## config.mk

```make
export PLATFORM = sky130hd
export DESIGN_NAME = mem_access
export DESIGN_NICKNAME = d
export VERILOG_FILES = /design/src/rtl/mem_access.sv
export SDC_FILE = /design/constraint.sdc
export NUM_CORES = 1
export LEC_CHECK = 0
export ABC_AREA = 1
export BUFFER_PORTS_ARGS = -buffer_cell sky130_fd_sc_hd__buf_2
export CAP_MARGIN = 10
export CORE_MARGIN = 1
export CORE_UTILIZATION = 25
export DETAILED_ROUTE_END_ITERATION = 16
export PLACE_DENSITY = 0.52
export SKIP_LAST_GASP = 1
export SLEW_MARGIN = 20
export SYNTH_ARGS = -nofsm -noshare
export SYNTH_HDL_FRONTEND = slang
export SYNTH_SLANG_ARGS = --single-unit
```

## constraint.sdc

```tcl
create_clock -name clk -period 1.8 [get_ports clk]
set_clock_uncertainty 0.1 [all_clocks]
set_input_delay 0.27 -clock clk [delete_from_list [all_inputs] [get_ports clk]]
set_output_delay 0.27 -clock clk [all_outputs]
set_load 0.1 [all_outputs]
```

## src/rtl/mem_access.sv

```systemverilog
// Memory-access stage: runs one load or store per instruction over a req/gnt/rvalid
// bus, with byte-lane steering, load extension, and misalignment/timeout faults.
module mem_access #(
  parameter int unsigned TIMEOUT = 16
) (
  input  logic        clk,
  input  logic        rst,
  input  logic        in_valid,
  input  logic        ctrl_memread,
  input  logic        ctrl_memwrite,
  input  logic [2:0]  funct3,
  input  logic [31:0] alu_result,
  input  logic [31:0] rdata2,
  output logic        lsu_busy,
  output logic        lsu_done,
  output logic [31:0] load_data,
  output logic        misaligned,
  output logic        bus_err,
  output logic        dmem_req,
  output logic        dmem_we,
  output logic [31:0] dmem_addr,
  output logic [31:0] dmem_wdata,
  output logic [3:0]  dmem_wstrb,
  input  logic        dmem_gnt,
  input  logic        dmem_rvalid,
  input  logic [31:0] dmem_rdata,
  output logic [1:0]  dbg_state
);

  typedef enum logic [1:0] {
    IDLE = 2'd0,
    REQ  = 2'd1,
    RESP = 2'd2,
    DONE = 2'd3
  } state_t;

  localparam logic [7:0] TMO_LAST = 8'(TIMEOUT - 1);

  state_t      state_q, state_d;
  logic [7:0]  cnt_q;
  logic [2:0]  f3_q;
  logic [1:0]  off_q;
  logic        mem_op, is_store, fault, tmo_fire;
  logic [31:0] wdata_c, load_ext;
  logic [3:0]  wstrb_c;
  logic [7:0]  byte_sel;
  logic [15:0] half_sel;

  // Decode of the instruction presented in IDLE; both control bits set means load.
  always_comb begin
    mem_op   = in_valid & (ctrl_memread | ctrl_memwrite);
    is_store = ctrl_memwrite & ~ctrl_memread;
    fault    = (funct3[1:0] == 2'b11)
             | (is_store & funct3[2])
             | ((funct3[1:0] == 2'b01) & alu_result[0])
             | ((funct3[1:0] == 2'b10) & (alu_result[1:0] != 2'b00));
    wdata_c  = rdata2;
    wstrb_c  = 4'b1111;
    case (funct3[1:0])
      2'b00: begin
        wdata_c = {4{rdata2[7:0]}};
        wstrb_c = 4'b0001 << alu_result[1:0];
      end
      2'b01: begin
        wdata_c = {2{rdata2[15:0]}};
        wstrb_c = 4'b0011 << {alu_result[1], 1'b0};
      end
      default: ;
    endcase
    if (!is_store) wstrb_c = 4'b0000;
  end

  always_comb begin
    byte_sel = dmem_rdata[7:0];
    case (off_q)
      2'd1:    byte_sel = dmem_rdata[15:8];
      2'd2:    byte_sel = dmem_rdata[23:16];
      2'd3:    byte_sel = dmem_rdata[31:24];
      default: byte_sel = dmem_rdata[7:0];
    endcase
    half_sel = off_q[1] ? dmem_rdata[31:16] : dmem_rdata[15:0];
    case (f3_q[1:0])
      2'b00:   load_ext = f3_q[2] ? {24'd0, byte_sel} : {{24{byte_sel[7]}}, byte_sel};
      2'b01:   load_ext = f3_q[2] ? {16'd0, half_sel} : {{16{half_sel[15]}}, half_sel};
      default: load_ext = dmem_rdata;
    endcase
  end

  // Bus handshake: dmem_req stays high with every dmem_* field stable until a cycle
  // where dmem_gnt is high; dmem_rvalid is honoured only in RESP, i.e. no earlier
  // than the cycle after the grant. A handshake event beats a same-cycle timeout.
  always_comb begin
    state_d  = state_q;
    tmo_fire = 1'b0;
    case (state_q)
      IDLE: if (mem_op) state_d = fault ? DONE : REQ;
      REQ: begin
        if (dmem_gnt) state_d = RESP;
        else if (cnt_q >= TMO_LAST) begin
          state_d  = DONE;
          tmo_fire = 1'b1;
        end
      end
      RESP: begin
        if (dmem_rvalid) state_d = DONE;
        else if (cnt_q >= TMO_LAST) begin
          state_d  = DONE;
          tmo_fire = 1'b1;
        end
      end
      DONE:    state_d = IDLE;
      default: state_d = IDLE;
    endcase
  end

  assign dmem_req  = (state_q == REQ);
  assign lsu_done  = (state_q == DONE);
  assign lsu_busy  = ~rst & ((state_q == REQ) | (state_q == RESP) | ((state_q == IDLE) & mem_op));
  assign dbg_state = state_q;

  always_ff @(posedge clk) begin
    if (rst) begin
      state_q    <= IDLE;
      cnt_q      <= 8'd0;
      f3_q       <= 3'd0;
      off_q      <= 2'd0;
      dmem_we    <= 1'b0;
      dmem_addr  <= 32'd0;
      dmem_wdata <= 32'd0;
      dmem_wstrb <= 4'd0;
      load_data  <= 32'd0;
      misaligned <= 1'b0;
      bus_err    <= 1'b0;
    end else begin
      state_q <= state_d;
      if (state_q == IDLE && mem_op) begin
        cnt_q      <= 8'd0;
        f3_q       <= funct3;
        off_q      <= alu_result[1:0];
        dmem_we    <= is_store;
        dmem_addr  <= {alu_result[31:2], 2'b00};
        dmem_wdata <= wdata_c;
        dmem_wstrb <= wstrb_c;
        load_data  <= 32'd0;
        misaligned <= fault;
        bus_err    <= 1'b0;
      end
      if (state_q == REQ || state_q == RESP) begin
        if (cnt_q != 8'hFF) cnt_q <= cnt_q + 8'd1;
        if (tmo_fire) bus_err <= 1'b1;
      end
      // Stores leave load_data at the zero written on accept.
      if (state_q == RESP && dmem_rvalid && !dmem_we) load_data <= load_ext;
    end
  end

endmodule

```

Yosys cells after proc, flatten, opt, wreduce, memory -nomap -nowiden. Index checks and enable logic that the tools add are counted.

Shift-type cells: 2. Equality and inequality tests: 12. Order comparisons: 1. Reduce and logical (&&, ||, !) cells: 10. Bitwise operators: 15. $add $sub $neg: 1. Muxes and demuxes: 26.

Operators by type and width (number): two-way mux 32 bit (4); case mux 32 bit (2 select lines) (2); two-way mux 8 bit (3); case mux 8 bit (3 select lines) (1); two-way mux 16 bit (1); == test 2 bit, second input constant (6); two-way mux 2 bit (5); adder 8 x 1 -> 8 bit, second input constant (1); == test 2 x 1 -> 1 bit, second input constant (4); greater-or-equal comparator 8 x 4 -> 1 bit, second input constant (1); != test 8 bit, second input constant (1); case mux 2 bit (4 select lines) (1); case mux 4 bit (2 select lines) (1); bitwise AND 1 bit (7); logical NOT 2 bit (3); two-way mux 1 bit (6); bitwise OR 1 bit (6); two-way mux 4 bit (1); nonzero test 2 bit (2); << shifter 1 x 2 -> 4 bit, first input constant (1); << shifter 2 x 2 -> 4 bit, first input constant (1); logical AND 1 bit (3); != test 2 bit, second input constant (1); NOT 1 bit (2); 3 further kinds (3).

Bits of input ports: 106. Output and inout bits: 108. Word-level logic and storage cells: 78. Register bits: 116.

Longest topological paths before layout. Gate-level depths: netlist of the first run.

Word-level depth: 9. Mapped depth: 11. Depth with buffers taken out: 11.

Worst setup path after synthesis of the first run. OpenSTA, ideal clock, no wires.

Path type: reg-to-output. From: reg state_q[0], in the netlist dbg_state[0]. To: out lsu_busy. Buffers on the path: 0. Arrival time: 3158 ps. Path slack: -1728 ps. Stages on the path, launching flop included: 5. Data required time: 1430 ps. Cells stage by stage: dfxtp_1 inv_1 ha_1 inv_1 a21oi_1.

Longest elaborated chain between the ends: 4. Elaborated cells on any way between the ends: 7. Those cells by class: 2 x eq/ne; 4 x bitwise; 1 x reduce/logical.

RTL lines: start: declaration (RTL line 39) `state_t state_q, state_d;`; start signal: assignment (RTL line 135) `state_q <= state_d;`; == test 2 x 1 -> 1 bit, or another cell as far along (RTL line 118) `assign lsu_busy = ~rst & ((state_q == REQ) | (state_q == RESP) | ((state_q == IDLE) & mem_op));`; bitwise OR 1 bit or bitwise AND 1 bit (tied branches) (RTL line 118); bitwise OR 1 bit * (RTL line 118); bitwise AND 1 bit * (RTL line 118); end: declaration (RTL line 14) `output logic lsu_busy,`.

Mark *: on every way between the ends. The rest lies on a longest branch, timed or not.

Worst setup path after layout of the first run.
From: reg state_q[1], in the netlist dbg_state[1]. To: out lsu_busy.

The elaborated chain is that of the path after synthesis.

==> results.yml, run 1 <==
setup_path:
  timing.rr.start: "dbg_state[0]$_SDFFE_PP0P_"
  end_kind: "output port"
  cp.arrival_ns: 1.46
  worstPathRequired_ns: 1.43
  path_buf_inv: 3
  max_stage_delay_ns: 0.37
  cp_common_cell: "inv_4"
  path_depth: 5
  r2r-end: "load_data[25]$_SDFFE_PP0P_"
  cp_slowest_cell: "dfxtp_4"
  worst_setup_path_start_kind: "register"
  reg2reg_slack_ns: 0.08
  path_delay_family: "flip-flops"
  path_max_fanout: 4
  crit_type: "register to output port"
  r2r_cells: 11
  crit_chain: "inv_4, ha_4, inv_4, a21oi_4, buf_12"
yosys:
  syn_area_per_cell_sq_um: 6.902
  netlist_top_cells_area: "dfxtp_1, nand2_1, a21oi_1"
  synth_top_area_share_pct: 42.48
  synth_warnings: 0
  yosysTopAreaCell: "dfxtp_1"
  synth_cell_types: 31
  synthCells: 792
  yosysSeqAreaShare_pct: 42.48
  syn_area_sq_mm: 0.005466
  ys_ff_latch: 116
clocking:
  tritoncts: "done"
  numCtsBuffers: 17
  clock_latency_ns: 0.42
  clock-sinks: 116
  clock_path_buffers: 2
  clkTransAtPathRegs_ns: 0.06
  cts-root-buf: "clkbuf_16"
  htreeDepth: 4
finish:
  finalCoreUtilization_pct: 38.03
  syn_to_final_growth_pct: 47.63
  layout_commonest_cell: "nand2_1"
  layout.nets: 1163
  drive_above_1_share_pct: 32.36
  num-fill-cells: 2295
  layout_common_cells: "nand2_1, buf_2, a21oi_1"
  instances_no_fill: 1338
  multi_input_area_sq_mm: 0.002786
  diodes: 0
  register_area_sq_mm: 0.002331
  fin_area_sq_mm: 0.008070
global_route:
  gr-total-overflow: 0
  grt_pass1_wl_um: 30190
  grt_usage_pct: 17.62
  antenna_found_initial: 0
  grt_max_degree: 43
  grt_pass1_vias: 5688
timing:
  rsz0062_at_grt: "true"
  fmax_ghz: 0.5473
  hold_viol: 0
  final.setup.tns_ns: -0.02731
  hold_ws_ns: 0.01737
  period_needed_ns: 1.827
  relSlewSlack_pct: 63.99
  finalCritPeriodShare_pct: 101.5
  layout_setup_ws_ns: -0.02731
  setup_viol: 1
  maxSlewViolCount: 0
  tightestPinTransition_ns: 0.5401
drt:
  drc: 0
  ant_nets: 0
  via_per_inst: 4.517
  vias: 6044
  dr.pass1.iters: 5
  drt_iter0_drc: 318
  wirelength_um: 20010
  detail_route.wl_per_cell_um: 14.95
die:
  coreArea_sq_mm: 0.02122
  io-pin-count: 214
  die_w_um: 149.9
  rows: 53
  die_h_um: 149.9
  initial_core_util_pct: 25.76
  die_area_sq_mm: 0.02246
pwr:
  power_mw: 13.51
  leakagePower_nw: 3.736
  vdd_drop_max_v: 0.0009044
  cellPowerDensity_mw_per_mm2: 1674
flow_run:
  maxCapViolations: 0
hold_path:
  hold_depth: 3
  hp-class: "input port to register"
  min_to: "dmem_addr[21]$_SDFFE_PP0P_"
  min_from: "alu_result[21]"
placed_design:
  dp_cells: 1267
  placed_cell_area_sq_mm: 0.007020
  gp_congestion: 0.8429
  io_buffer_count: 211
  pre_cts_ws_ns: 0.1377
  place_hpwl_um: 14760
outcome:
  violations: "setup timing"
  status: "complete, but fails checks"
-- worst max-delay path by stage --
stage / startpoint / to / slack (ns)
floorplan: dbg_state[0]$_SDFFE_PP0P_ / lsu_busy / -0.08
global route: dbg_state[1]$_SDFFE_PP0P_ / lsu_busy / -0.09
global placement: cnt_q[0]$_SDFF_PP0_ / cnt_q[7]$_SDFF_PP0_ / 0.16
CTS: dbg_state[1]$_SDFFE_PP0P_ / lsu_busy / -0.09
detailed placement: cnt_q[0]$_SDFF_PP0_ / cnt_q[7]$_SDFF_PP0_ / 0.14
finish: dbg_state[1]$_SDFFE_PP0P_ / lsu_busy / -0.03
-- layer usage --
| metal | GRT usage, % | part of all wire, % |
|---|---|---|
| met1 | 21.89 | 44 |
| met2 | 28.82 | 45 |
| met3 | 5.945 | 9.2 |
| met4 | 4.848 | 1.2 |
| met5 | 0 | 0 |
-- cell type report --
| cell class | instances | share of cell area, % |
|---|---|---|
| multi-input cells | 570 | 34.53 |
| flip-flops and latches | 116 | 28.88 |
| repair buffers | 286 | 22.29 |
| clock buffers | 18 | 5.581 |
| well taps | 275 | 4.264 |
| inverters | 59 | 3.008 |
| clock inverters | 14 | 1.442 |
-- state kept, by name, indices dropped and copies added (netlist names) --
signal and flops:
bus_err 1, cnt_q 8, dbg_state 2, dmem_addr 30
dmem_wdata 32, dmem_we 1, dmem_wstrb 4, f3_q 3
load_data 32, misaligned 1, off_q 2
-- worst reg2reg max path, stage by stage (launching register included) --
cell and delay (ns):
dfxtp_4 0.36, inv_4 0.06, buf_4 0.14, ha_4 0.15
nand2_4 0.06, nor2_4 0.14, clkinv_4 0.11, nand2_4 0.11
inv_8 0.05, clkbuf_16 0.17, nand2_1 0.09, a21oi_2 0.05
-- cell usage after synthesis, drive strengths merged --
| cell type | n |
|---|---|
| a21oi | 138 |
| o2111ai | 3 |
| a21boi | 1 |
| a31oi | 8 |
| o22ai | 2 |
| nor3 | 2 |
| nand3 | 39 |
| clkinv | 1 |
| nor2 | 36 |
| o21a | 1 |
| o21ai | 56 |
| o21bai | 2 |
| o211ai | 9 |
| dfxtp | 116 |
| ha | 7 |
| inv | 58 |
| clkbuf | 24 |
| buf | 24 |
| nand4 | 2 |
| nand2 | 262 |
| conb | 1 |
-- timing repair --
action	4_1_cts	5_1_grt
hold buffers	26	0
cloned	0	2
setup buffers	5	8
resized for setup	3	18
hold endpoints to repair	26	0
endpoints found under the setup margin	3	40
pin swaps	2	6
-- where the power goes --
part | switching, mW | internal (mW)
registers | 0.255 | 3.01
logic | 5.19 | 1.80
clock network | 1.38 | 1.88
-- logic make-up after synthesis --
| kind of cell | share of synthesized area, % |
|---|---|
| AOI/OAI and AO/OA | 21.93 |
| adders and majority gates | 1.602 |
| buffers and inverters | 8.240 |
| DFF | 42.48 |
| other | 0.06860 |
| and+or+nand+nor | 25.68 |
Power figures use the tool's default switching activity.
==> inputs of run 2 (changes only) <==
--- a/config.mk
+++ b/config.mk
@@ -11,7 +11,7 @@
 export CORE_MARGIN = 1
 export CORE_UTILIZATION = 25
 export DETAILED_ROUTE_END_ITERATION = 16
-export PLACE_DENSITY = 0.52
+export PLACE_DENSITY = 0.51
 export SKIP_LAST_GASP = 1
 export SLEW_MARGIN = 20
 export SYNTH_ARGS = -nofsm -noshare
==> constraint.sdc (replaced) <==
create_clock -name clk -period 2 [get_ports clk]
set_clock_uncertainty 0.1 [all_clocks]
set_input_delay 0.3 -clock clk [delete_from_list [all_inputs] [get_ports clk]]
set_output_delay 0.3 -clock clk [all_outputs]
set_load 0.1 [all_outputs]
==> run 2 against run 1 <==
- the flow now finishes without violations
- die area did not move
- sequential cell count is the same
- non-clock buffer count is 50 lower
- combinational power is 16% lower
- largest power group unchanged
==> results.yml, run 2 (synthesis results as in run 1) <==
outcome:
  status: "complete, no violations"
finish:
  instances_no_fill: 1288
  syn_to_final_growth_pct: 39.80
  diodes: 0
  reg_top3: "dmem_wdata: 32 flops, load_data: 32 flops, dmem_addr: 30 flops"
  num-fill-cells: 2345
  finalCoreUtilization_pct: 36.01
  layout_commonest_cell: "nand2_1"
  drive_above_1_share_pct: 30.90
  layout_common_cells: "nand2_1, buf_2, a21oi_1"
  layout.nets: 1113
clocking:
  cts-root-buf: "clkbuf_16"
  clock_path_buffers: 2
  clock-sinks: 116
  ctsHoldBuffers: 0
  tritoncts: "done"
  htreeDepth: 4
  clock_latency_ns: 0.41
  clkTransAtPathRegs_ns: 0.06
  numCtsBuffers: 17
pwr:
  cellPowerDensity_mw_per_mm2: 1610
  p_switching_mw: 6.006
  power_mw: 12.31
  vdd_drop_max_v: 0.0006173
  switching_share_pct: 48.81
  internal_power_mw: 6.300
  combPwrFrac_pct: 47.8
  leakagePower_nw: 3.558
  p_clk_share_pct: 28.2
  power_frac_seq_pct: 24.0
setup_path:
  timing.rr.start: "dbg_state[0]$_SDFFE_PP0P_"
  cp.arrival_ns: 1.54
  r2r-end: "load_data[6]$_SDFFE_PP0P_"
  path_max_fanout: 5
  path_delay_family: "flip-flops"
  end_kind: "output port"
  crit_type: "register to output port"
  reg2reg_slack_ns: 0.23
  path_buf_inv: 3
  max_stage_delay_ns: 0.38
  worst_setup_path_start_kind: "register"
  crit_chain: "inv_4, ha_4, inv_2, a21oi_4, buf_12"
  r2r_cells: 10
  cp_slowest_cell: "dfxtp_4"
  worstPathRequired_ns: 1.60
hold_path:
  min_from: "alu_result[10]"
  hp-class: "input port to register"
  hold_depth: 3
  min_to: "dmem_addr[10]$_SDFFE_PP0P_"
timing:
  setup_viol: 0
  rsz0062_at_grt: "false"
  tightestPinTransition_ns: 0.6032
  fmax_ghz: 0.5155
  hold_viol: 0
  maxSlewViolCount: 0
  relSlewSlack_pct: 59.74
  period_needed_ns: 1.940
  layout_setup_ws_ns: 0.06004
  final.setup.tns_ns: 0
  finalCritPeriodShare_pct: 97.00
drt:
  drt_iter0_drc: 305
  vias: 5935
  dr.pass1.iters: 7
  detail_route.wl_per_cell_um: 15.54
  via_per_inst: 4.608
  drc: 0
  wirelength_um: 20020
  ant_nets: 0
die:
  initial_core_util_pct: 25.76
  die_w_um: 149.9
  rows: 53
  io-pin-count: 214
  die_area_sq_mm: 0.02246
  die_h_um: 149.9
  coreArea_sq_mm: 0.02122
global_route:
  grt_pass1_vias: 5514
  antenna_found_initial: 2
  grt_usage_pct: 17.91
  grt_max_degree: 48
  gr-total-overflow: 0
  grt_pass1_wl_um: 30300
flow_run:
  maxCapViolations: 0
placed_design:
  gp_congestion: 0.8826
  pre_cts_ws_ns: 0.1612
  dp_cells: 1251
  place_hpwl_um: 14470
  io_buffer_count: 211
[run 2: routing by layer]
layer / vias to the layer above / share of wire, % / track usage (%)
li1: 3004 / - / -
met2: 237 / 46 / 28.73
met1: 2666 / 43 / 22.22
met3: 24 / 9.2 / 5.762
met5: - / 0.13 / 0
met4: 4 / 1.3 / 6.717
[run 2: how the worst max path moves through the flow]
stage                               from                          end  slack, ns  cells after the start
2_1_floorplan  dbg_state[0]$_SDFFE_PP0P_                     lsu_busy       0.02                      5
3_3_place_gp   dbg_state[0]$_SDFFE_PP0P_  dmem_wdata[20]$_SDFFE_PP0P_       0.18                      9
3_5_place_dp   dbg_state[0]$_SDFFE_PP0P_  dmem_wdata[20]$_SDFFE_PP0P_       0.16                      9
4_1_cts        dbg_state[0]$_SDFFE_PP0P_                     lsu_busy      0.003                      6
5_1_grt        dbg_state[1]$_SDFFE_PP0P_                     lsu_busy      0.007                      6
6_report       dbg_state[0]$_SDFFE_PP0P_                     lsu_busy       0.06                      5
[run 2: what timing repair did]
| action | CTS | global route |
|---|---|---|
| setup buffers | 3 | 0 |
| endpoints found under the setup margin | 1 | 5 |
| resized for setup | 4 | 3 |
| cloned | 2 | 0 |
| hold endpoints to repair | 0 | 0 |
| pin swaps | 0 | 2 |
[run 2: final cells by class]
type | instances | area, sq um | share of cell area (%)
clock buffer | 18 | 439.2 | 5.747
clock inverter | 14 | 224.0 | 2.931
inverter | 59 | 227.7 | 2.980
multi-input combinational | 570 | 2740 | 35.85
sequential | 116 | 2331 | 30.50
tap | 275 | 344.1 | 4.502
timing repair buffer | 236 | 1336 | 17.49
[run 2: stage by stage]
stage	area, sq um	hold slack, ns
6_report	7642	0.01728
5_1_grt	7642	0.01454
4_1_cts	7631	0.001173
3_5_place_dp	6860	0.3546
3_3_place_gp	6860	0.3493
2_1_floorplan	5499	0.3438
[run 2: worst register-to-register path, delay by kind of cell (launching register included)]
kind	cells	cell delay, ns
buffers and inverters	4	0.43
DFF	1	0.36
and+or+nand+nor	3	0.36
AOI/OAI and AO/OA	2	0.29
adders and majority gates	1	0.16
[run 2: power by group through the flow]
stage | clock network (mW) | registers, mW | logic (mW)
global placement | 0 | 3.01 | 5.64
global route | 3.65 | 3.00 | 6.28
CTS | 3.56 | 2.96 | 5.89
floorplan | 0 | 5.38 | 2.10
detailed placement | 0 | 3.01 | 5.65
finish | 3.47 | 2.95 | 5.88
==> inputs of run 3 (changes only) <==
--- a/config.mk
+++ b/config.mk
@@ -8,6 +8,7 @@
 export ABC_AREA = 1
 export BUFFER_PORTS_ARGS = -buffer_cell sky130_fd_sc_hd__buf_2
 export CAP_MARGIN = 10
+export CORE_ASPECT_RATIO = 1.75
 export CORE_MARGIN = 1
 export CORE_UTILIZATION = 25
 export DETAILED_ROUTE_END_ITERATION = 16
==> run 3 against run 2 <==
- cell area increased by 0.41%
- cell count rose by 1.2%
- setup slack worse by 0.0076 ns
- first-iteration DRC count shrank 10%
- sequential share of layout area shrank 0.12 points
- wire length down 1.8%
- non-clock buffer count is 2 lower
- critical path depth fell by 2
- sequential power hardly changed
==> results.yml, run 3 (synthesis results as in run 1) <==
outcome:
  status: "complete, no violations"
timing:
  tightestPinTransition_ns: 0.6001
  rsz0062_at_grt: "true"
  period_needed_ns: 1.948
  fmax_ghz: 0.5135
  final.setup.tns_ns: 0
  hold_ws_ns: 0.02706
  maxSlewViolCount: 0
  setup_viol: 0
  finalCritPeriodShare_pct: 97.38
  relSlewSlack_pct: 59.99
  hold_viol: 0
setup_path:
  crit_type: "register to output port"
  cp_slowest_cell: "buf_2"
  crit_chain: "buf_4, ha_2, buf_2"
  worst_setup_path_start_kind: "register"
  max_stage_delay_ns: 0.43
  path_max_fanout: 4
  worstPathRequired_ns: 1.60
  end_kind: "output port"
  cp.arrival_ns: 1.55
global_route:
  antenna_found_initial: 1
  grt_pass1_wl_um: 30070
  grt_usage_pct: 17.76
  grt_max_degree: 68
  grt_pass1_vias: 5716
  gr-total-overflow: 0
die:
  rows: 71
  io-pin-count: 214
  coreArea_sq_mm: 0.02150
  die_area_sq_mm: 0.02248
  initial_core_util_pct: 25.43
  die_h_um: 197.6
  die_w_um: 113.8
clocking:
  clkTransAtPathRegs_ns: 0.06
  clock_latency_ns: 0.42
  tritoncts: "done"
  clock-sinks: 116
  clock_path_buffers: 2
  numCtsBuffers: 17
  cts-root-buf: "clkbuf_16"
  htreeDepth: 4
placed_design:
  gp_congestion: 0.8831
  place_hpwl_um: 14750
  placed_cell_area_sq_mm: 0.006879
  io_buffer_count: 211
drt:
  ant_nets: 0
  drt_iter0_drc: 274
  detail_route.wl_per_cell_um: 15.08
  vias: 5916
  wirelength_um: 19660
  via_per_inst: 4.537
  drc: 0
  dr.pass1.iters: 6
pwr:
  cellPowerDensity_mw_per_mm2: 1622
  vdd_drop_max_v: 0.0007884
  power_mw: 12.44
  leakagePower_nw: 3.557
finish:
  finalCoreUtilization_pct: 35.69
  fin_area_sq_mm: 0.007674
  drive_above_1_share_pct: 30.66
  layout_commonest_cell: "nand2_1"
  layout_common_cells: "nand2_1, buf_2, a21oi_1"
  syn_to_final_growth_pct: 40.38
  reg_top3: "dmem_wdata: 32 flops, load_data: 32 flops, dmem_addr: 30 flops"
  layout.nets: 1111
hold_path:
  hp-class: "input port to register"
flow_run:
  maxCapViolations: 0
run 3: changes by cell type in the layout (fill, tap and decap cells not counted), moves of 2 or more:
cell       before  now
bufinv_16       5    7
clkinv_4        3    0
buf_4          22   20
inv_6           4    1
clkbuf_8        1    6
bufbuf_16       2    0
run 3: power by group:
group | total, mW | switching, mW | internal, mW
Clock | 3.74 | 1.08 | 2.66
Combinational | 5.78 | 4.55 | 1.23
Sequential | 2.92 | 0.214 | 2.71
run 3: cell type report:
| class | count | area [sq um] |
|---|---|---|
| tap | 292 | 365.4 |
| antenna | 1 | 2.502 |
| clock inverter | 8 | 215.2 |
| sequential | 116 | 2331 |
| clock buffer | 24 | 511.7 |
| multi-input combinational | 570 | 2726 |
| fill | 2417 | 13820 |
| timing repair buffer | 234 | 1291 |
| inverter | 59 | 230.2 |
run 3: path summary, 6_finish.rpt:
kind	start	end	slack [ns]	cells after the start
worst min register to register	load_data[18]$_SDFFE_PP0P_	load_data[18]$_SDFFE_PP0P_	0.36	2
worst min-delay path	alu_result[18]	dmem_addr[18]$_SDFFE_PP0P_	0.03	3
worst max register to register	dbg_state[0]$_SDFFE_PP0P_	dmem_addr[31]$_SDFFE_PP0P_	0.15	9
worst max-delay path	dbg_state[0]$_SDFFE_PP0P_	dmem_req	0.05	3
run 3: what timing repair did:
item                                    4_1_cts  5_1_grt
pin swaps                                     2        1
hold buffers                                  0        0
endpoints found under the setup margin        1        4
gates resized for setup                       4        4
buffers inserted                              3        2
run 3: per-layer routing:
layer / global-route usage [%] / share of wire (%) / up-vias / routed length [um]
met4: 11.54 / 5.3 / 2 / 1040
met3: 4.695 / 5.1 / 47 / 1011
met2: 31.82 / 51 / 192 / 10120
met1: 17.94 / 38 / 2664 / 7480
met5: 0 / 0.051 / - / 10
li1: - / - / 3011 / -
run 3: per-stage QoR:
step,setup WS [ns],cells
after global placement,0.1718,1266
after global routing,0.001496,1303
after CTS,0.02206,1301
after detailed placement,0.1685,1266
final,0.05243,1304
after floorplan,0.01992,793
run 3: critical path, delay by kind of cell, from the launching register on:
| kind | cells | cell delay [ns] |
|---|---|---|
| buffers and inverters | 2 | 0.56 |
| DFF | 1 | 0.36 |
| adders and majority gates | 1 | 0.20 |
